===== src/rtl/mc_pkg.sv =====
// Shared types and encodings for the multicycle control unit.
// Holds the state enum, opcode/funct constants, ALU codes and mux encodings.
// Imported by the controller top and the ALU decoder.
package mc_pkg;

  typedef enum logic [3:0] {
    FETCH    = 4'd0,
    DECODE   = 4'd1,
    MEMADR   = 4'd2,
    MEMRD    = 4'd3,
    MEMWB    = 4'd4,
    MEMWR    = 4'd5,
    EXECUTE  = 4'd6,
    ALUWB    = 4'd7,
    BRANCH   = 4'd8,
    ADDIEXEC = 4'd9,
    ADDIWB   = 4'd10,
    JUMP     = 4'd11
  } state_t;

  localparam logic [5:0] OP_RTYPE = 6'b000000;
  localparam logic [5:0] OP_LW    = 6'b100011;
  localparam logic [5:0] OP_SW    = 6'b101011;
  localparam logic [5:0] OP_BEQ   = 6'b000100;
  localparam logic [5:0] OP_ADDI  = 6'b001000;
  localparam logic [5:0] OP_J     = 6'b000010;

  localparam logic [5:0] FN_ADD = 6'b100000;
  localparam logic [5:0] FN_SUB = 6'b100010;
  localparam logic [5:0] FN_AND = 6'b100100;
  localparam logic [5:0] FN_OR  = 6'b100101;
  localparam logic [5:0] FN_SLT = 6'b101010;
  localparam logic [5:0] FN_MUL = 6'b011000;

  localparam logic [2:0] ALU_AND = 3'b000;
  localparam logic [2:0] ALU_OR  = 3'b001;
  localparam logic [2:0] ALU_ADD = 3'b010;
  localparam logic [2:0] ALU_MUL = 3'b011;
  localparam logic [2:0] ALU_SUB = 3'b110;
  localparam logic [2:0] ALU_SLT = 3'b111;

  localparam logic [1:0] ALUOP_ADD   = 2'b00;
  localparam logic [1:0] ALUOP_SUB   = 2'b01;
  localparam logic [1:0] ALUOP_FUNCT = 2'b10;

  localparam logic [1:0] SRCB_REG   = 2'b00;
  localparam logic [1:0] SRCB_FOUR  = 2'b01;
  localparam logic [1:0] SRCB_IMM   = 2'b10;
  localparam logic [1:0] SRCB_IMMSH = 2'b11;

  localparam logic [1:0] PC_ALU    = 2'b00;
  localparam logic [1:0] PC_ALUOUT = 2'b01;
  localparam logic [1:0] PC_JUMP   = 2'b10;

endpackage


===== src/rtl/mc_controller_alu_decoder.sv =====
// ALU function decoder: maps (aluop, funct) to the 3-bit ALU code F.
// Purely combinational, zero latency; no flow control.
// bad_funct flags an unsupported funct, only meaningful when aluop selects funct.
module alu_decoder
  import mc_pkg::*;
(
  input  logic [1:0] aluop,
  input  logic [5:0] funct,
  output logic [2:0] alu_control,
  output logic       bad_funct
);

  // Fixed add/sub for address and branch math, funct lookup for R-type
  always_comb begin
    alu_control = ALU_ADD;
    bad_funct   = 1'b0;
    case (aluop)
      ALUOP_SUB:   alu_control = ALU_SUB;
      ALUOP_FUNCT: begin
        case (funct)
          FN_ADD:  alu_control = ALU_ADD;
          FN_SUB:  alu_control = ALU_SUB;
          FN_AND:  alu_control = ALU_AND;
          FN_OR:   alu_control = ALU_OR;
          FN_SLT:  alu_control = ALU_SLT;
          FN_MUL:  alu_control = ALU_MUL;
          default: bad_funct   = 1'b1;
        endcase
      end
      default:     alu_control = ALU_ADD;
    endcase
  end

endmodule


===== src/rtl/mc_controller.sv =====
// Multicycle control unit: Moore FSM sequencing fetch/decode/execute/mem/writeback.
// Outputs are combinational decodes of the state register; one state per cycle.
// Memory handshake: FETCH, MEMRD and MEMWR hold until mem_ready is seen high.
module mc_controller
  import mc_pkg::*;
(
  input  logic       clk,
  input  logic       reset,
  input  logic [5:0] op,
  input  logic [5:0] funct,
  input  logic       zero,
  input  logic       mem_ready,
  output logic       iord,
  output logic       memwrite,
  output logic       irwrite,
  output logic       regdst,
  output logic       memtoreg,
  output logic       regwrite,
  output logic       alusrca,
  output logic [1:0] alusrcb,
  output logic [2:0] alu_control,
  output logic [1:0] pcsrc,
  output logic       pcen,
  output logic       illegal_op
);

  state_t     state;
  state_t     next_state;
  state_t     cur;
  logic [1:0] aluop;
  logic       pcwrite;
  logic       branch;
  logic       ir_en;
  logic       mw_en;
  logic       rw_en;
  logic       bad_op;
  logic       bad_funct;

  // During reset the outputs decode as FETCH so the datapath muxes sit at a known point
  assign cur = reset ? FETCH : state;

  // State register; reset aborts whatever instruction is in flight
  always_ff @(posedge clk) begin
    if (reset) state <= FETCH;
    else       state <= next_state;
  end

  // Per-state output decode and next-state selection
  always_comb begin
    next_state = FETCH;
    iord       = 1'b0;
    regdst     = 1'b0;
    memtoreg   = 1'b0;
    alusrca    = 1'b0;
    alusrcb    = SRCB_REG;
    pcsrc      = PC_ALU;
    aluop      = ALUOP_ADD;
    pcwrite    = 1'b0;
    branch     = 1'b0;
    ir_en      = 1'b0;
    mw_en      = 1'b0;
    rw_en      = 1'b0;
    bad_op     = 1'b0;
    case (cur)
      FETCH: begin
        alusrcb    = SRCB_FOUR;
        ir_en      = mem_ready;
        pcwrite    = mem_ready;
        next_state = mem_ready ? DECODE : FETCH;
      end
      DECODE: begin
        alusrcb = SRCB_IMMSH;
        case (op)
          OP_LW, OP_SW: next_state = MEMADR;
          OP_RTYPE:     next_state = EXECUTE;
          OP_BEQ:       next_state = BRANCH;
          OP_ADDI:      next_state = ADDIEXEC;
          OP_J:         next_state = JUMP;
          default: begin
            next_state = FETCH;
            bad_op     = 1'b1;
          end
        endcase
      end
      MEMADR: begin
        alusrca    = 1'b1;
        alusrcb    = SRCB_IMM;
        next_state = (op == OP_SW) ? MEMWR : MEMRD;
      end
      MEMRD: begin
        iord       = 1'b1;
        next_state = mem_ready ? MEMWB : MEMRD;
      end
      MEMWB: begin
        memtoreg = 1'b1;
        rw_en    = 1'b1;
      end
      MEMWR: begin
        iord       = 1'b1;
        mw_en      = 1'b1;
        next_state = mem_ready ? FETCH : MEMWR;
      end
      EXECUTE: begin
        alusrca    = 1'b1;
        aluop      = ALUOP_FUNCT;
        next_state = bad_funct ? FETCH : ALUWB;
      end
      ALUWB: begin
        regdst = 1'b1;
        rw_en  = 1'b1;
      end
      BRANCH: begin
        alusrca = 1'b1;
        aluop   = ALUOP_SUB;
        pcsrc   = PC_ALUOUT;
        branch  = 1'b1;
      end
      ADDIEXEC: begin
        alusrca    = 1'b1;
        alusrcb    = SRCB_IMM;
        next_state = ADDIWB;
      end
      ADDIWB: begin
        rw_en = 1'b1;
      end
      JUMP: begin
        pcsrc   = PC_JUMP;
        pcwrite = 1'b1;
      end
      default: next_state = FETCH;
    endcase
  end

  alu_decoder u_alu_decoder (
    .aluop       (aluop),
    .funct       (funct),
    .alu_control (alu_control),
    .bad_funct   (bad_funct)
  );

  // No architectural write may escape while reset is asserted
  assign irwrite    = ir_en & ~reset;
  assign memwrite   = mw_en & ~reset;
  assign regwrite   = rw_en & ~reset;
  assign pcen       = (pcwrite | (branch & zero)) & ~reset;
  assign illegal_op = (bad_op | bad_funct) & ~reset;

endmodule


===== config.mk =====
export PLATFORM = sky130hd
export DESIGN_NAME = mc_controller
export DESIGN_NICKNAME = d
export VERILOG_FILES = /design/src/rtl/mc_pkg.sv /design/src/rtl/mc_controller_alu_decoder.sv /design/src/rtl/mc_controller.sv
export SDC_FILE = /design/constraint.sdc
export NUM_CORES = 1
export LEC_CHECK = 0
export ABC_CLOCK_PERIOD_IN_PS = 2550
export CAP_MARGIN = 20
export CORE_UTILIZATION = 43
export CTS_BUF_LIST = sky130_fd_sc_hd__clkbuf_4
export DETAILED_ROUTE_END_ITERATION = 10
export HOLD_SLACK_MARGIN = 0.12
export PLACE_DENSITY = 0.81
export RECOVER_POWER = 50
export SYNTH_ARGS = -nofsm -noshare
export SYNTH_HDL_FRONTEND = slang
export SYNTH_HIERARCHICAL = 1
export SYNTH_SLANG_ARGS = --single-unit
export TNS_END_PERCENT = 10

===== constraint.sdc =====
create_clock -name clk -period 2.55 [get_ports clk]
set_input_delay 0.51 -clock clk [delete_from_list [all_inputs] [get_ports clk]]
set_output_delay 0.51 -clock clk [all_outputs]
set_load 0.005 [all_outputs]

==> results by group, run 1 <==
Drt
  – Final wirelength: around 2.6 mm
  – DR iter-0 viols: 43
  – Vias/cell: ~5.8
  – DR pass1 iterations: 4
  – Routed Antenna Nets: 0
  – Drt wl/cell: between 10 and 15 um
  – Via Count: around 1,100
  – Remaining DRCs: 0

Worst setup path
  – Critical path data required time: around 2.0 ns
  – Worst path arrival time: between 2 and 2.5 ns
  – Crit-path cells: clkdlybuf4s15_2 > buf_6 > or3b_4 > buf_4 > nor2_1 > clkdlybuf4s50_1
  – CP Launch Type: input port
  – Reg2Reg Depth: 10
  – Crit Path Max Fanout: 8
  – CP endpoint kind: output pin
  – Largest stage delay on the critical path: 0.50 ns
  – Reg2reg start: state[1]
  – Slowest cell on crit path: clkdlybuf4s50_1
  – FF-to-FF End: state[1]
  – Kind of critical path: in -> out
  – R2R Setup Slk: 0.52 ns

Layout
  – # diodes: 0
  – Largest Register: state
  – Reg area: roughly 80 sq um
  – Final instance area: 0.00131 sq mm
  – Post-Layout Cell Count: approximately 180
  – Fill count: 101
  – Nets: 186
  – Max FFs per register: 4
  – Share of layout cells above drive strength 1: a little over a quarter
  – Post-layout util: between 80% and 90%
  – Area Growth Syn to Fin: 81.3%
  – Top Registers: state: 4 flops
  – Multi-input gate area: approximately 630 sq um

Clocking
  – # hold bufs at CTS: 0
  – CTS HTree Levels: 1
  – Root buffer cell: clkbuf_4
  – Total CTS buffers: 3
  – Clock Pin Slew Worst Setup and Hold Paths: about 0.040 ns
  – Clock Sink Count: 4
  – Clk buf depth: 2
  – CTS tree: done
  – Clk Latency, worst-skew pair: ~0.24 ns

Yosys
  – Syn Nets: about 130
  – Async SR Flop Fraction: 0%
  – Top cells by area, synth: dfxtp_1, nor2_1, nor3_1
  – Mapped Area: between 700 and 800 sq um
  – Sequential-to-total area share from yosys stat: around 11%
  – Most common cell in the synthesized netlist: nor2_1
  – Syn Inst Count: between 100 and 150
  – Ys flop type: dfxtp_1
  – Post-synth cell types: 39
  – List of most frequent post-synthesis cells: nor2_1, nor3_1, nand2b_1
  – Top cell type's share of synthesized area: between 10 and 15%
  – #FFs+latches synth: 4
  – Syn Area/Cell: between 6 and 7 sq um
  – Ys Warns: 6
  – Dominant cell type by area after synthesis: dfxtp_1
  – Number of synthesized flops with an enable pin: 0

Timing
  – Min Tclk post-route: 2.52 ns
  – Max-slew violation count: 0
  – Setup TNS: 0 ns
  – Min Hold Slack: 0.636 ns
  – Final setup fails: 0
  – Slew @ Worst Pin: around 0.39 ns
  – Max_slew headroom: between 70% and 80%
  – Crit share post-route: between 90 and 100%
  – Max frequency: about 0.40 GHz
  – Worst Skew: between 0.0008 and 0.0009 ns
  – Unrepaired setup endpoints after global routing: true
  – Final count of hold timing violations: 0

Placement
  – # port buffers: 31
  – Placed insts: ~180
  – RePlAce Congestion: roughly 0.9
  – DP HPWL: between 1.5 and 2 mm
  – Area after DPL: 0.00123 sq mm

Min path
  – Hold endpoint: state[3]
  – HP Start: state[3]
  – WHS Path Cells: 3
  – Type of the worst min-delay path: reg -> reg

Die
  – Core area: 0.00154 sq mm
  – Die Area: 0.00185 sq mm
  – Num rows: 14
  – Starting Density: around 47%
  – Die Wd: about 43 um
  – Die height: between 40 and 50 um
  – I/O pin count: 32

Pwr
  – Max VDD drop: 0.128 mV
  – Leak pwr: roughly 0.00053 uW
  – Power per cell area: between 150 and 200 mW/mm^2

GRT
  – GRT Overall Usage: a little under a third
  – Number of global-route vias before repair: 1,092
  – Grt ovf: 0
  – Initial antenna violation count: 0
  – Largest net degree at the start of global routing: 11
  – Global-route wire length before repair: roughly 4.4 mm

Outcome
  – Status: finished clean

Flow run
  – Max-Cap Viols: 0
cells by family (layout without fill, tap and decap cells):
logic type,after synthesis,in the layout,synth area share (%)
multiplexers,3,3,4.16
AO/OA/AOI/OAI,27,27,25.1
buffers and inverters,11,69,7.28
adder cells (fa/ha/maj),2,2,3.47
flip-flops,4,4,11.1
AND/OR/NAND/NOR,58,58,45.2
XOR/XNOR,3,3,3.64
repair_timing:
action                                  CTS  global route
buffers inserted                          1             0
pin swaps                                 3             2
resized for setup                        15             5
endpoints found under the setup margin    9             4
critical path: cells and delay by family:
kind,cells,cell delay (ns)
buf+inv,4,1.03
simple gates,2,0.47
through the flow:
step / setup slack (ns) / power (uW)
final: 0.0330 / 256
after global routing: -0.0256 / 266
after CTS: -0.000414 / 254
after detailed placement: -0.593 / 173
after floorplan: 0.237 / 104
after global placement: -0.487 / 169
cells in the final DEF, fill, tap and decap left out, types with 4 or more instances in the layout:
master / instances
nand2b_1: 6
dfxtp_1: 4
inv_1: 6
dlymetal6s2s_1: 4
dlygate4sd2_1: 4
nor2_1: 16
a21oi_1: 4
clkdlybuf4s50_1: 19
buf_4: 28
nor3_1: 10
nand3b_1: 5
nand2_1: 5
o21ai_1: 4
per-layer routing:
metal,routed length (um),track usage (%),vias to the layer above
met2,1310,53.9,64
met3,156,1.28,17
met4,116,19.4,0
met1,979,35.2,471
met5,0,0,-
li1,-,-,507
cell type report:
class / count / area share, %
well taps: 16 / 1.53
flip-flops and latches: 4 / 6.12
repair buffers: 60 / 41.1
inverters: 6 / 1.72
clock buffers: 3 / 1.72
multi-input cells: 93 / 47.8
where the power goes:
part           switching, uW  total [uW]  internal [uW]  leakage, uW
Combinational           46.5         110           63.3     0.000484
Sequential              2.50        66.9           64.4    0.0000325
Clock                   26.9        79.6           52.7    0.0000138
worst max path at each step:
stage                        start    endpoint  depth (start not counted)
final                        reset    memwrite                          6
after global routing         reset  illegal_op                         10
after CTS                 funct[4]  illegal_op                          8
after detailed placement     reset  illegal_op                          9
after global placement       reset  illegal_op                          9
after floorplan              reset  illegal_op                          8
(Power assumes the default switching activity.)
==> run 2, diff against run 1 <==
GPL_TIMING_DRIVEN = 0   (was unset)
==> run 2 against run 1 <==
Effect of this change: die area did not move; maximum frequency fell by 1.1%; utilization fell by 7.2 points; global-route usage fell by 3.7 points; clock skew rose by 0.0079 ns; final area fell by 8.5%; clock-buffer cell count did not move; hold slack improved by 0.010 ns; first-iteration DRC count fell by 35%; non-clock buffer count fell by 17; sequential power fell by 2%; critical endpoint is now alu_control[2].
==> results by group, run 2 (synthesis gave the netlist of run 1 again) <==
Outcome
  – Status: finished clean

Timing
  – Min Hold Slack: 0.646 ns
  – Crit share post-route: between 90 and 100%
  – Unrepaired setup endpoints after global routing: true
  – Final worst setup slack: around 0.0039 ns
  – Slew @ Worst Pin: between 0.3 and 0.4 ns
  – Final setup fails: 0
  – Final count of hold timing violations: 0
  – Worst Skew: 0.00877 ns
  – Max frequency: about 0.39 GHz
  – Max_slew headroom: roughly three quarters
  – Min Tclk post-route: between 2 and 3 ns
  – Max-slew violation count: 0

GRT
  – GRT Overall Usage: around 27%
  – Global-route wire length before repair: ~3.8 mm
  – Number of global-route vias before repair: 914
  – Grt ovf: 0
  – Largest net degree at the start of global routing: 11
  – Initial antenna violation count: 0

Placement
  – RePlAce Congestion: about 0.85
  – # port buffers: 31
  – Pre-CTS setup slack: -0.967 ns
  – Area after DPL: ~0.0011 sq mm
  – DP HPWL: ~1.6 mm

Min path
  – Type of the worst min-delay path: reg -> reg
  – WHS Path Cells: 3

Drt
  – Drt wl/cell: 13.2 um
  – Routed Antenna Nets: 0
  – DR pass1 iterations: 4
  – Via Count: around 960
  – Final wirelength: between 2 and 2.5 mm
  – DR iter-0 viols: 28
  – Vias/cell: around 5.8
  – Remaining DRCs: 0

Die
  – Core area: about 0.0015 sq mm
  – Die height: approximately 43 um
  – Die Area: 0.00185 sq mm
  – Die Wd: about 43 um
  – Num rows: 14
  – Starting Density: 46.8%
  – I/O pin count: 32

Clocking
  – Clock Pin Slew Worst Setup and Hold Paths: 0.04 ns
  – Root buffer cell: clkbuf_4
  – CTS tree: done
  – Clock Sink Count: 4
  – Total CTS buffers: 3
  – CTS HTree Levels: 1
  – # hold bufs at CTS: 0
  – Clk Latency, worst-skew pair: around 0.24 ns
  – Clk buf depth: 2

Layout
  – Nets: around 170
  – Post-layout util: roughly 78%
  – Share of layout cells above drive strength 1: 21.5%
  – Top Registers: state: 4 flops
  – Final instance area: 0.00120 sq mm
  – Largest Register: state
  – Most frequent cells in the layout: clkdlybuf4s50_1, nor2_1, nor3_1
  – Area Growth Syn to Fin: 65.9%
  – Max FFs per register: 4
  – Commonest non-fill, non-tap cell in the layout: clkdlybuf4s50_1
  – # diodes: 0

Worst setup path
  – Crit Path Max Fanout: 4
  – Kind of critical path: in -> out
  – Worst path arrival time: 2.04 ns
  – CP Launch Type: input port
  – Reg2Reg Depth: 11
  – CP endpoint kind: output pin
  – Critical path data required time: between 2 and 2.5 ns

Pwr
  – Leak pwr: about 0.00045 uW
  – Power per cell area: around 200 mW/mm^2
  – Max VDD drop: about 0.18 mV

Flow run
  – Max-Cap Viols: 0
[run 2: what timing repair did]
item / 4_1_cts / 5_1_grt
endpoints found under the setup margin: 11 / 5
setup buffers: 6 / 1
pin swaps: 5 / 4
gates cloned: 0 / 0
resized for setup: 29 / 7
[run 2: path summary, 6_finish.rpt]
| path | from | endpoint | slack (ns) |
|---|---|---|---|
| min reg2reg | state[3] | state[3] | 0.65 |
| max | reset | alu_control[2] | 0.004 |
| max reg2reg | state[1] | state[1] | 0.46 |
| min | state[3] | state[3] | 0.65 |
[run 2: through the flow]
stage | setup TNS, ns | cells | power (uW)
after floorplan | 0 | 108 | 104
after global placement | -4.43 | 155 | 150
after detailed placement | -4.69 | 155 | 151
after CTS | -0.00352 | 164 | 242
after global routing | -0.124 | 165 | 254
final | 0 | 165 | 240
[run 2: power breakdown]
part | leakage [uW] | internal (uW) | switching (uW)
clock | 0.0000138 | 52.8 | 29.0
combinational | 0.000404 | 49.3 | 42.8
sequential | 0.0000330 | 64.4 | 1.43
[run 2: area by class of cell]
type | count | area, sq um
plain buffers | 5 | 40.0
inverters | 6 | 22.5
multi-input cells | 93 | 649
flip-flops and latches | 4 | 81.3
fillers | 126 | 344
clock buffers | 3 | 22.5
well taps | 16 | 20.0
repair buffers | 38 | 362
[run 2: worst max-delay path: stages]
cell,delay [ns]
clkdlybuf4s15_2,0.20
buf_6,0.13
or3_4,0.38
nor2_4,0.11
inv_2,0.05
ha_4,0.17
a41oi_2,0.18
nor2_1,0.06
dlygate4sd2_1,0.25
[run 2: metal layers]
metal | vias to the layer above | part of all wire (%) | global-route usage, %
met3 | 5 | 4.9 | 1.70
li1 | 477 | - | -
met5 | - | 0 | 0
met1 | 436 | 43 | 34.1
met4 | 0 | 2.0 | 13.9
met2 | 43 | 50 | 44.8
